[config.mk]
export PLATFORM = sky130hd
export DESIGN_NAME = axis_labcontrol_dispatch
export DESIGN_NICKNAME = d
export VERILOG_FILES = /design/src/rtl/axis_labcontrol_dispatch.sv
export SDC_FILE = /design/constraint.sdc
export NUM_CORES = 1
export LEC_CHECK = 0
export ABC_CLOCK_PERIOD_IN_PS = 2640
export CAP_MARGIN = 10
export CELL_PAD_IN_SITES_DETAIL_PLACEMENT = 1
export CELL_PAD_IN_SITES_GLOBAL_PLACEMENT = 1
export CORE_AREA = 2 2 167 169
export CTS_CLUSTER_SIZE = 24
export DETAILED_ROUTE_END_ITERATION = 7
export DIE_AREA = 0 0 169 171
export HOLD_SLACK_MARGIN = 0.02
export PLACE_DENSITY = 0.77
export SYNTH_ARGS = -nofsm -noshare
export SYNTH_HDL_FRONTEND = slang
export SYNTH_SLANG_ARGS = --single-unit
[constraint.sdc]
create_clock -name m_axis_aclk -period 2.64 [get_ports m_axis_aclk]
set_input_delay 0.396 -clock m_axis_aclk [delete_from_list [all_inputs] [get_ports m_axis_aclk]]
set_output_delay 0.396 -clock m_axis_aclk [all_outputs]
set_load 0.02 [all_outputs]
[src/rtl/axis_labcontrol_dispatch.sv]
// ---------------------------------------------------------------------------
// axis_labcontrol_dispatch
//
// Receives LabControl bus writes and delivers them into four independent
// AXI-Stream channels. Each channel has its own first-word-fall-through FIFO.
//
// Ports
//   m_axis_aclk, m_axis_areset  : clock and synchronous active-high reset
//   DIOA, DIOB, DIOC, DIOD      : LabControl bus. data = {DIOA,DIOB},
//                                 address = DIOC, subbus = DIOD[4:2],
//                                 direction = DIOD[1], strobe = DIOD[0]
//   m_axis_tdata/tvalid/tready  : four channels. Channel n data is at
//                                 [n*W +: W]
//   ovf_clear                   : one-cycle pulse that clears the sticky flags
//   ovf_flag                    : sticky per-channel overflow
//   unmapped_flag               : sticky, set by an accepted write to subbus 4..7
//   drop_count                  : present only with LC_DISPATCH_DROPCNT_EN.
//                                 Saturating count of dropped writes.
//
// Optional feature macro: LC_DISPATCH_DROPCNT_EN
//
// Handshake: a word moves on channel n at a rising edge where both
// m_axis_tvalid[n] and m_axis_tready[n] are high. While tvalid[n] is high,
// tdata for channel n does not change until that transfer takes place.
// ---------------------------------------------------------------------------
module axis_labcontrol_dispatch #(
  parameter logic [7:0] LC_ADDRESS      = 8'hFF,
  parameter int         FIFO_DEPTH      = 4,
  parameter int         TWOS_COMPL      = 1,
  parameter int         AXIS_DATA_WIDTH = 16
) (
  input  logic                         m_axis_aclk,
  input  logic                         m_axis_areset,
  input  logic [7:0]                   DIOA,
  input  logic [7:0]                   DIOB,
  input  logic [7:0]                   DIOC,
  input  logic [7:0]                   DIOD,
  output logic [4*AXIS_DATA_WIDTH-1:0] m_axis_tdata,
  output logic [3:0]                   m_axis_tvalid,
  input  logic [3:0]                   m_axis_tready,
  input  logic                         ovf_clear,
  output logic [3:0]                   ovf_flag,
  output logic                         unmapped_flag
`ifdef LC_DISPATCH_DROPCNT_EN
  ,
  output logic [7:0]                   drop_count
`endif
);

  localparam int W     = AXIS_DATA_WIDTH;
  localparam int AW    = $clog2(FIFO_DEPTH);
  localparam int CNT_W = AW + 1;

  // Strobe synchroniser and edge detector
  logic       strb_s1_q, strb_s2_q, strb_s3_q;
  // fill_q[1] means strb_s2_q holds a real post-reset sample. armed_q is set
  // only after a low strobe has been seen. Because of this, a strobe that was
  // already high during reset cannot look like a fresh rising edge.
  logic [1:0] fill_q;
  logic       armed_q;
  logic       strobe_pulse;
  logic       accept;
  logic [2:0] subbus;
  logic [15:0] lc_data;
  logic [W-1:0] wr_data;
  logic       unused_diod;

  // Channel FIFO state
  logic [W-1:0]     mem_q   [4][FIFO_DEPTH];
  logic [AW-1:0]    wptr_q  [4];
  logic [AW-1:0]    rptr_q  [4];
  logic [CNT_W-1:0] count_q [4];
  logic [CNT_W-1:0] count_d [4];
  logic [3:0]       full, pop, push_req, push, ovf_new;
  logic             unm_new;

  logic [3:0] ovf_flag_q;
  logic       unmapped_q;

  assign strobe_pulse = strb_s2_q & ~strb_s3_q & armed_q;
  assign subbus       = DIOD[4:2];
  assign lc_data      = {DIOA, DIOB};
  assign accept       = strobe_pulse & (DIOC == LC_ADDRESS) & ~DIOD[1];
  assign unm_new      = accept & subbus[2];
  assign unused_diod  = ^DIOD[7:5];

  always_comb begin
    wr_data = W'(lc_data);
    for (int i = 16; i < W; i++) wr_data[i] = (TWOS_COMPL != 0) & lc_data[15];
  end

  always_comb begin
    for (int n = 0; n < 4; n++) begin
      m_axis_tvalid[n] = (count_q[n] != '0);
      full[n]          = (count_q[n] == CNT_W'(FIFO_DEPTH));
      pop[n]           = m_axis_tvalid[n] & m_axis_tready[n];
      push_req[n]      = accept & ~subbus[2] & (subbus[1:0] == 2'(n));
      // A full FIFO still accepts the word when it is popping in the same cycle
      push[n]          = push_req[n] & (~full[n] | pop[n]);
      ovf_new[n]       = push_req[n] & full[n] & ~pop[n];
      count_d[n]       = count_q[n];
      if (push[n] && !pop[n])      count_d[n] = count_q[n] + CNT_W'(1);
      else if (!push[n] && pop[n]) count_d[n] = count_q[n] - CNT_W'(1);
    end
  end

  // Empty channels present zero so that stale memory never shows on the bus
  always_comb begin
    m_axis_tdata = '0;
    for (int n = 0; n < 4; n++) begin
      if (m_axis_tvalid[n]) m_axis_tdata[n*W +: W] = mem_q[n][rptr_q[n]];
    end
  end

  always_ff @(posedge m_axis_aclk) begin
    for (int n = 0; n < 4; n++) begin
      if (push[n]) mem_q[n][wptr_q[n]] <= wr_data;
    end
  end

  always_ff @(posedge m_axis_aclk) begin
    if (m_axis_areset) begin
      strb_s1_q  <= 1'b0;
      strb_s2_q  <= 1'b0;
      strb_s3_q  <= 1'b0;
      fill_q     <= 2'b00;
      armed_q    <= 1'b0;
      ovf_flag_q <= 4'b0;
      unmapped_q <= 1'b0;
      for (int n = 0; n < 4; n++) begin
        wptr_q[n]  <= '0;
        rptr_q[n]  <= '0;
        count_q[n] <= '0;
      end
    end else begin
      strb_s1_q  <= DIOD[0];
      strb_s2_q  <= strb_s1_q;
      strb_s3_q  <= strb_s2_q;
      fill_q     <= {fill_q[0], 1'b1};
      armed_q    <= armed_q | (fill_q[1] & ~strb_s2_q);
      // A new event in the clearing cycle wins over the clear
      ovf_flag_q <= (ovf_flag_q & ~{4{ovf_clear}}) | ovf_new;
      unmapped_q <= (unmapped_q & ~ovf_clear) | unm_new;
      for (int n = 0; n < 4; n++) begin
        if (push[n]) wptr_q[n] <= wptr_q[n] + AW'(1);
        if (pop[n])  rptr_q[n] <= rptr_q[n] + AW'(1);
        count_q[n] <= count_d[n];
      end
    end
  end

  assign ovf_flag      = ovf_flag_q;
  assign unmapped_flag = unmapped_q;

`ifdef LC_DISPATCH_DROPCNT_EN
  logic [7:0] drop_cnt_q, drop_cnt_d;

  always_comb begin
    drop_cnt_d = ovf_clear ? 8'd0 : drop_cnt_q;
    if (((|ovf_new) | unm_new) && drop_cnt_d != 8'hFF) drop_cnt_d = drop_cnt_d + 8'd1;
  end

  always_ff @(posedge m_axis_aclk) begin
    if (m_axis_areset) drop_cnt_q <= 8'd0;
    else               drop_cnt_q <= drop_cnt_d;
  end

  assign drop_count = drop_cnt_q;
`endif

endmodule

==> impl_metrics.yaml, run 1 <==
pwr:
  peakVddDrop_v: 0.0005989
  powerDensity_mw_per_mm2: 829.1
  p_switching_w: 0.003528
  power.leakage_nw: 5.214
  p_int_w: 0.008777
  seq_power_share_pct: 43.0
  switching_share_pct: 28.67
  p_clk_share_pct: 30.8
  pwr-share-comb_pct: 26.2
drt:
  vias: 6362
  drt-initial-drc-count: 412
  via_per_inst: 5.396
  drt_pre_antenna_iters: 4
  routedWlPerCell_um: 23.69
  detail-route-antenna-nets: 0
  drc_errors: 0
  wirelength_um: 27940
clock_network:
  cts-root-buf: "clkbuf_16"
  cts_buffers: 29
  insertion_delay_ns: 0.55
  cts_max_path_buffers: 3
  cts_tree: "yes"
  holdBufCountCts: 0
  clkTransAtPathRegs_ns: 0.06
  cts.sinks: 295
  htreeDepth: 1
synthesis:
  synth-seq-cells: 295
  synth_area_per_cell_sq_um: 18.71
  synth.area.mux_share_pct: 13.25
  ys_seq_area_share_pct: 71.40
  synth_edf_count: 272
  synth_nets: 709
  synth_top_family_by_area: "multiplexers"
  synth_compound_area_share_pct: 0.8905
  synthAdderAreaFrac_pct: 2.733
  synth_xor_xnor_area_share_pct: 0.8697
  synthCells: 646
  synth_ff_type: "edfxtp_1"
  synthSimpleGateAreaFrac_pct: 7.703
  synth.distinct_cells: 39
  syn-cell-area_sq_mm: 0.01208
  yosys_warnings: 0
  async_flop_share_pct: 0
global_routing:
  antenna_found_initial: 0
  grt_max_degree: 38
  grt_pass1_vias: 7190
  grt_first_pass_wirelength_um: 41860
  track_usage_pct: 19.51
  gr-total-overflow: 0
finish:
  seqCellArea_sq_mm: 0.008628
  final_nets: 875
  n_antenna_cell: 0
  syn_to_final_growth_pct: 22.81
  drive_above_1_share_pct: 21.37
  final_util_pct: 54.31
  multi_input_area_sq_mm: 0.003110
  fillers: 2511
setup_path:
  r2r_end: "count_q[1][2]"
  cp-end-kind: "output port"
  critPathLaunchType: "flip-flop"
  reg2reg_depth: 8
  required_ns: 2.24
  r2r_slack_ns: 0.19
  r2r-start: "count_q[1][0]"
  worst-setup-path-type: "reg -> out"
  startpoint: "rptr_q[0][4]"
  crit_arrival_ns: 2.22
  crit_end: "m_axis_tdata[38]"
  path_max_fanout: 11
placement:
  pre_cts_ws_ns: -0.2840
  routabilityCongestion: 0.7788
  io_buffer_count: 108
  place_hpwl_um: 17550
sta:
  slew_viol_final: 0
  worst_slack_ns: 0.02833
  max-slew-margin-rel_pct: 41.54
  skew_ns: 0.02198
  worstMarginPinSlew_ns: 0.8741
  max_freq_mhz: 382.9
  finalCritPeriodShare_pct: 98.93
  rsz0062_at_grt: "true"
  period_needed_ns: 2.612
  finalSetupViolCount: 0
  finalHoldViolations: 0
floorplanning:
  boundaryPins: 112
  placementRows: 61
  start_util_pct: 44.23
  die-area_sq_mm: 0.02890
  die_x_um: 169
  die_h_um: 171
  fp.coreArea_sq_mm: 0.02732
status:
  status: "completed"
worst_hold_path:
  hp-class: "in -> reg"
job:
  timing.max_cap.violations: 0
## what timing repair did
item | 4_1_cts | 5_1_grt
cloned | 0 | 2
resized for setup | 87 | 40
endpoints found under the setup margin | 64 | 17
setup buffers | 5 | 8
## worst min-delay path by stage
stage,start,end,cells past startpoint
2_1_floorplan,fill_q[0],fill_q[1],1
3_3_place_gp,strb_s1_q,strb_s2_q,1
4_1_cts,DIOD[0],strb_s1_q,2
3_5_place_dp,strb_s1_q,strb_s2_q,1
6_report,DIOD[0],strb_s1_q,2
5_1_grt,DIOD[0],strb_s1_q,2
## stage by stage
step | hold WS [ns] | power [W] | setup TNS [ns] | cell area [sq um] | cells
final | 0.4271 | 0.01230 | 0 | 14840 | 1179
after global routing | 0.4135 | 0.01281 | -0.09362 | 14840 | 1179
after CTS | 0.4059 | 0.01234 | -0.1174 | 14750 | 1169
after detailed placement | 0.4479 | 0.008780 | -0.8882 | 13950 | 1112
after global placement | 0.4214 | 0.008646 | -0.3132 | 13950 | 1112
after floorplan | 0.4138 | 0.007297 | 0 | 12080 | 646
## cell usage after synthesis (6+ instances only)
master,n,area (sq um)
nand2_1,15,56.30
inv_1,35,131.4
buf_2,14,70.07
dfxtp_1,23,460.4
nor4_1,8,50.05
nor2_1,16,60.06
mux4_1,32,840.8
and2_1,64,400.4
clkbuf_1,11,41.29
or3_1,9,56.30
edfxtp_1,272,8168
o21ai_0,9,45.04
nor3_1,25,125.1
mux4_2,32,720.7
a21oi_1,6,30.03
ha_1,20,250.2
xor2_1,8,70.07
## power groups by stage
stage | registers [W] | logic (W) | clock network (W)
2_1_floorplan | 0.00536 | 0.00194 | 0
3_3_place_gp | 0.00537 | 0.00327 | 0
3_5_place_dp | 0.00539 | 0.00339 | 0
4_1_cts | 0.00530 | 0.00316 | 0.00388
5_1_grt | 0.00531 | 0.00347 | 0.00404
6_report | 0.00529 | 0.00322 | 0.00379
## state kept, by name (all words and copies together), names as in the netlist
signal         cells
unmapped_flag      1
strb_s3_q          1
strb_s1_q          1
armed_q            1
fill_q             2
count_q           12
mem_q            256
wptr_q             8
strb_s2_q          1
ovf_flag           4
rptr_q             8
## area by class of cell
class	count	area share, %
Clock inverter	12	0.6070
Inverter	35	0.8853
Multi-Input combinational cell	280	20.96
Sequential cell	295	58.14
Clock buffer	40	5.236
Timing Repair Buffer	171	11.26
Tap cell	346	2.917
## logic make-up (layout without fill, tap and decap cells)
kind of cell | count (synthesis) | count (layout)
adders and majority gates | 24 | 24
DFF | 295 | 295
and+or+nand+nor | 158 | 158
muxes | 68 | 68
xor gates and xnor gates | 12 | 12
buffers and inverters | 71 | 258
AOI/OAI and AO/OA | 18 | 18
## critical path, cell delays in order, from the launching register on
cell and delay (ns):
edfxtp_1 0.41, buf_12 0.16, buf_4 0.13, buf_4 0.10, mux4_1 0.54, and2_1 0.18, buf_2 0.15
## cell usage in the layout (no fill, tap or decap), types with 10 or more instances in the layout
cell	instances
edfxtp_1	272
and2_1	64
buf_4	45
mux4_2	44
clkdlybuf4s50_1	44
inv_1	35
dlygate4sd2_1	34
clkbuf_16	31
dfxtp_1	23
mux4_1	20
ha_1	20
clkdlybuf4s15_1	18
nor2_1	16
nor3_2	16
nand2_1	15
buf_12	13
clkbuf_1	10
## per-layer routing
layer,up-vias,GRT usage (%),share of wire (%)
met2,187,34.85,52
met1,3285,24.18,39
met4,0,7.655,2.8
met5,-,0,0
li1,2841,-,-
met3,49,2.730,6.1
Power figures use the tool's default switching activity.
==> run 2, diff against run 1 <==
- ABC_AREA: unset -> 1
- CORE_AREA: 2 2 167 169 -> 2 2 173 175
- DIE_AREA: 0 0 169 171 -> 0 0 175 177
==> run 2 against run 1 <==
Power up 15%. Setup slack better by 0.070 ns. Non-clock buffer count up 15. Clock-buffer cell count up 4. Via count up 33%. Worst hold slack worse by 0.061 ns. Sequential power up 1%. Sequential cell count unchanged. Wire length up 18%. Synthesized cell count up 59%. Critical path type unchanged. Critical endpoint is now m_axis_tdata[55]. Largest power group unchanged.
==> impl_metrics.yaml, run 2 <==
global_routing:
  grt_pass1_vias: 9183
  antenna_found_initial: 1
  grt_first_pass_wirelength_um: 50450
  grt_max_degree: 24
  track_usage_pct: 21.15
  gr-total-overflow: 0
drt:
  met3WireLength_um: 1769
  detail-route-antenna-nets: 0
  drt-initial-drc-count: 599
  drt_pre_antenna_iters: 5
  top_layer_used: "met4"
  vias: 8446
  drc_errors: 0
  route.met2.wl_um: 16570
  via_per_inst: 5.230
  routedLengthMet1_um: 13580
  wirelength_um: 32910
  routedWlPerCell_um: 20.38
setup_path:
  required_ns: 2.24
  critPathLaunchType: "flip-flop"
  cp-end-kind: "output port"
  worst-setup-path-type: "reg -> out"
  crit_arrival_ns: 2.15
  worstPathCellList: "clkinvlp_4 -> buf_4 -> nor2_1 -> o21ai_0 -> a21oi_1 -> dlygate4sd2_1"
  max_stage_delay_ns: 0.42
  crit_slowest_cell: "edfxtp_1"
  path_max_fanout: 9
clock_network:
  cts-root-buf: "clkbuf_16"
  cts_tree: "yes"
  cts.sinks: 295
  clkTransAtPathRegs_ns: 0.06
  htreeDepth: 1
  cts_max_path_buffers: 3
  cts_buffers: 30
  insertion_delay_ns: 0.55
floorplanning:
  die_h_um: 177
  fp.coreArea_sq_mm: 0.02924
  die-area_sq_mm: 0.03098
  placementRows: 63
  die_x_um: 175
  boundaryPins: 112
  start_util_pct: 41.39
sta:
  max-slew-margin-rel_pct: 43.78
  finalSetupViolCount: 0
  slew_viol_final: 0
  worst_slack_ns: 0.09837
  period_needed_ns: 2.542
  finalHoldViolations: 0
  skew_ns: 0.01224
  max_freq_mhz: 393.4
  worstMarginPinSlew_ns: 0.8407
  finalCritPeriodShare_pct: 96.27
synthesis:
  synthTopCellsByArea: "edfxtp_1 67%, nor2_1 9.1%, o21ai_0 5.5%, dfxtp_1 3.8%, a21oi_1 3.5%"
  ys_seq_area_share_pct: 71.29
  syn-cell-area_sq_mm: 0.01210
  synthCells: 1030
  synth-seq-cells: 295
  yosys.area.top_type: "edfxtp_1"
  synth.top_cell.area_share_pct: 67.49
  synth_edf_count: 272
  synth_nets: 1093
  yosysMostFrequentCell: "nor2_1"
  synth.distinct_cells: 23
  synth_area_per_cell_sq_um: 11.75
  async_flop_share_pct: 0
  synth_common_cells: "293 x nor2_1, 272 x edfxtp_1, 134 x o21ai_0"
  yosys_warnings: 0
  synth_ff_type: "edfxtp_1"
finish:
  largest_reg_flops: 256
  drive_above_1_share_pct: 12.73
  fin_area_sq_mm: 0.01509
  layout_common_cells: "293 x nor2_1, 272 x edfxtp_1, 134 x o21ai_0"
  stdcell_count: 1615
  n_antenna_cell: 0
  final_util_pct: 51.61
  final_nets: 1264
  syn_to_final_growth_pct: 24.71
  layout_commonest_cell: "nor2_1"
job:
  timing.max_cap.violations: 0
pwr:
  powerDensity_mw_per_mm2: 936.3
  power.leakage_nw: 5.539
  finalPower_w: 0.01413
  peakVddDrop_v: 0.0007219
worst_hold_path:
  hp-class: "in -> reg"
placement:
  dpl_cell_area_sq_mm: 0.01401
  place_hpwl_um: 20250
  routabilityCongestion: 0.7483
  placed_cells: 1535
  pre_cts_ws_ns: -0.2712
  io_buffer_count: 108
status:
  status: "completed"
run 2: cell types whose count changed after synthesis, moves of 13 or more:
| cell | before | now |
|---|---|---|
| nor2_1 | 16 | 293 |
| a21oi_1 | 6 | 84 |
| and2_1 | 64 | 0 |
| mux4_2 | 32 | 0 |
| inv_1 | 35 | 73 |
| mux4_1 | 32 | 0 |
| o21ai_0 | 9 | 134 |
| nor3_1 | 25 | 12 |
| nand2_1 | 15 | 30 |
run 2: path summary, 6_finish.rpt:
kind	startpoint	endpoint	slack [ns]	cells past startpoint
max reg2reg	armed_q	count_q[2][2]	0.33	13
min reg2reg	strb_s1_q	strb_s2_q	0.41	2
min	DIOD[0]	strb_s1_q	0.37	3
max	rptr_q[0][7]	m_axis_tdata[55]	0.1	6
run 2: layer usage:
| layer | up-vias | global-route usage (%) |
|---|---|---|
| met1 | 4239 | 26.72 |
| met3 | 62 | 2.706 |
| li1 | 3885 | - |
| met2 | 260 | 37.76 |
| met5 | - | 0 |
| met4 | 0 | 6.979 |
run 2: worst max-delay path, delay by kind of cell (launching register included):
| kind | cells | cell delay [ns] |
|---|---|---|
| AO/OA/AOI/OAI | 2 | 0.27 |
| buffers and inverters | 3 | 0.81 |
| flip-flops | 1 | 0.42 |
| AND/OR/NAND/NOR | 1 | 0.09 |
run 2: kinds of logic after synthesis:
group	count (synthesis)	share of synthesized area, %
xor gates and xnor gates	6	0.4342
buffers and inverters	125	4.373
adders and majority gates	24	2.729
AOI/OAI and AO/OA	226	9.346
and+or+nand+nor	354	11.83
DFF	295	71.29
run 2: what timing repair did:
item / in CTS / in global routing
setup buffers: 19 / 4
resized for setup: 76 / 29
cloned: 1 / 0
endpoints found under the setup margin: 64 / 20
hold buffers: 0 / 0
run 2: cell type report:
| type | count | area, sq um |
|---|---|---|
| Clock buffer | 44 | 834.6 |
| Multi-Input combinational cell | 610 | 2960 |
| Tap cell | 390 | 488.0 |
| Timing Repair Buffer | 186 | 1729 |
| Fill cell | 3069 | 14150 |
| Sequential cell | 295 | 8628 |
| Timing Repair inverter | 1 | 3.754 |
| Inverter | 77 | 309.0 |
| Clock inverter | 12 | 140.1 |
run 2: through the flow:
step | hold WS, ns | TNS [ns]
2_1_floorplan | 0.3883 | 0
3_3_place_gp | 0.3913 | -0.1927
3_5_place_dp | 0.4070 | -0.8382
4_1_cts | 0.3602 | 0
5_1_grt | 0.3873 | -0.001769
6_report | 0.3664 | 0
run 2: power breakdown:
part           internal [W]  switching [W]  leakage (nW)
sequential          0.00523       0.000123          2.66
clock               0.00248        0.00174         0.475
combinational       0.00155        0.00301          2.41
==> run 3, diff against run 2 <==
- CTS_CLUSTER_DIAMETER: unset -> 80
==> run 3 against run 2 <==
Largest power group unchanged. Critical path depth unchanged. Worst hold slack gained 0.046 ns. Largest cell class unchanged. Highest routed layer unchanged. Die area is the same. Setup slack worse by 0.030 ns. Combinational power barely moved. Sequential power barely moved. Power down 10%.
==> impl_metrics.yaml, run 3 (same netlist as run 2, synthesis figures left out) <==
finish:
  layout_commonest_cell: "nor2_1"
  fillers: 3093
  drive_above_1_share_pct: 11.02
  n_antenna_cell: 0
  seqCellArea_sq_mm: 0.008628
  layout_common_cells: "293 x nor2_1, 272 x edfxtp_1, 134 x o21ai_0"
  final_util_pct: 50.11
  syn_to_final_growth_pct: 21.09
  final_nets: 1250
  stdcell_count: 1588
  largest_reg_flops: 256
  multi_input_area_sq_mm: 0.002960
pwr:
  p_clk_share_pct: 22.2
  p_int_w: 0.008057
  pwr-share-comb_pct: 35.7
  switching_share_pct: 36.60
  p_switching_w: 0.004652
  peakVddDrop_v: 0.0007325
  power.leakage_nw: 5.354
  finalPower_w: 0.01271
  seq_power_share_pct: 42.0
  powerDensity_mw_per_mm2: 867.2
global_routing:
  track_usage_pct: 20.58
  gr-total-overflow: 0
  grt_max_degree: 26
  grt_first_pass_wirelength_um: 48820
  antenna_found_initial: 0
  grt_pass1_vias: 8777
worst_hold_path:
  worstHoldPathCells: 3
  hp-class: "in -> reg"
  hold_end: "strb_s1_q"
  worstHoldStart: "DIOD[0]"
floorplanning:
  boundaryPins: 112
  die-area_sq_mm: 0.03098
  start_util_pct: 41.39
  die_h_um: 177
  fp.coreArea_sq_mm: 0.02924
  placementRows: 63
  die_x_um: 175
setup_path:
  reg2reg_depth: 13
  crit_path_frequent_cell: "buf_4"
  required_ns: 2.24
  crit_arrival_ns: 2.18
  max_stage_delay_ns: 0.45
  r2r-start: "armed_q"
  r2r_slack_ns: 0.31
  path_max_fanout: 14
  crit_slowest_cell: "edfxtp_1"
  r2r_end: "count_q[2][2]"
  critPathLaunchType: "flip-flop"
  cp-end-kind: "output port"
  worst-setup-path-type: "reg -> out"
  worstPathCellList: "buf_4 -> inv_2 -> buf_4 -> o21ai_0 -> a21oi_1 -> clkdlybuf4s15_1"
drt:
  vias: 8263
  detail-route-antenna-nets: 0
  wirelength_um: 31850
  drc_errors: 0
  drt_pre_antenna_iters: 5
  routedWlPerCell_um: 20.05
  drt-initial-drc-count: 606
  via_per_inst: 5.203
sta:
  period_needed_ns: 2.572
  slew_viol_final: 0
  hold_ws_ns: 0.4119
  max-slew-margin-rel_pct: 41.54
  skew_ns: 0.03120
  worstMarginPinSlew_ns: 0.8742
  finalSetupViolCount: 0
  finalHoldViolations: 0
  max_freq_mhz: 388.8
  finalCritPeriodShare_pct: 97.41
placement:
  place_hpwl_um: 20250
  io_buffer_count: 108
  routabilityCongestion: 0.7483
  placed_cells: 1535
clock_network:
  cts.sinks: 295
  htreeDepth: 1
  cts-root-buf: "clkbuf_16"
  cts_tree: "yes"
  insertion_delay_ns: 0.53
  clkTransAtPathRegs_ns: 0.10
  cts_buffers: 17
  cts_max_path_buffers: 3
status:
  status: "completed"
job:
  timing.max_cap.violations: 0
run 3: cell types whose count changed in the layout (fill, tap and decap cells not counted), sizes merged:
cell and delta:
clkinv -7, inv +3, dlymetal6s2s +3, buf -1
dlygate4sd2 +2, bufinv -3, clkbuf -23, clkdlybuf4s15 -1
run 3: stage by stage:
| step | setup WS (ns) | TNS, ns | area [sq um] |
|---|---|---|---|
| 6_report | 0.06825 | 0 | 14660 |
| 2_1_floorplan | 0.4821 | 0 | 12100 |
| 3_5_place_dp | -0.2712 | -0.8382 | 14010 |
| 4_1_cts | -0.004557 | -0.004557 | 14640 |
| 3_3_place_gp | -0.08079 | -0.1927 | 14010 |
| 5_1_grt | -0.004383 | -0.004383 | 14660 |
run 3: worst max-delay path, delay by kind of cell, from the launching register on:
| kind | cells | cell delay, ns |
|---|---|---|
| AO/OA/AOI/OAI | 2 | 0.36 |
| flip-flops | 1 | 0.45 |
| buffers and inverters | 4 | 0.84 |
run 3: power by group through the flow:
stage / Clock, W / Sequential, W / Combinational (W)
after floorplan: 0 / 0.00538 / 0.00259
after global placement: 0 / 0.00544 / 0.00460
after detailed placement: 0 / 0.00545 / 0.00473
after CTS: 0.00288 / 0.00534 / 0.00456
after global routing: 0.00301 / 0.00536 / 0.00495
final: 0.00283 / 0.00534 / 0.00454
run 3: what timing repair did:
item / in CTS / in global routing
pin swaps: 0 / 0
cloned: 1 / 0
resized for setup: 76 / 22
setup buffers: 19 / 3
hold buffers: 0 / 0
endpoints found under the hold margin: 0 / 0
setup endpoints to repair: 64 / 15
run 3: layout make-up:
| type | instances | area share [%] |
|---|---|---|
| flip-flops and latches | 295 | 58.87 |
| multi-input cells | 610 | 20.20 |
| repair buffers | 185 | 11.94 |
| well taps | 390 | 3.330 |
| clock buffers | 25 | 3.108 |
| inverters | 77 | 2.109 |
| clock inverters | 5 | 0.4183 |
| repair inverters | 1 | 0.02561 |
run 3: how the worst max path moves through the flow:
stage | from | cells past startpoint | to
2_1_floorplan | DIOD[1] | 14 | count_q[2][2]
3_3_place_gp | DIOC[2] | 14 | count_q[0][2]
3_5_place_dp | DIOC[3] | 14 | count_q[2][2]
4_1_cts | rptr_q[0][4] | 7 | m_axis_tdata[35]
5_1_grt | rptr_q[0][4] | 6 | m_axis_tdata[38]
6_report | rptr_q[0][4] | 6 | m_axis_tdata[38]
run 3: per-layer routing:
metal	track usage (%)	wire [um]	up-vias
met2	37.43	16320	210
li1	-	-	3850
met5	0	0	-
met3	2.105	1356	38
met1	26.22	13510	4165
met4	5.625	657	0
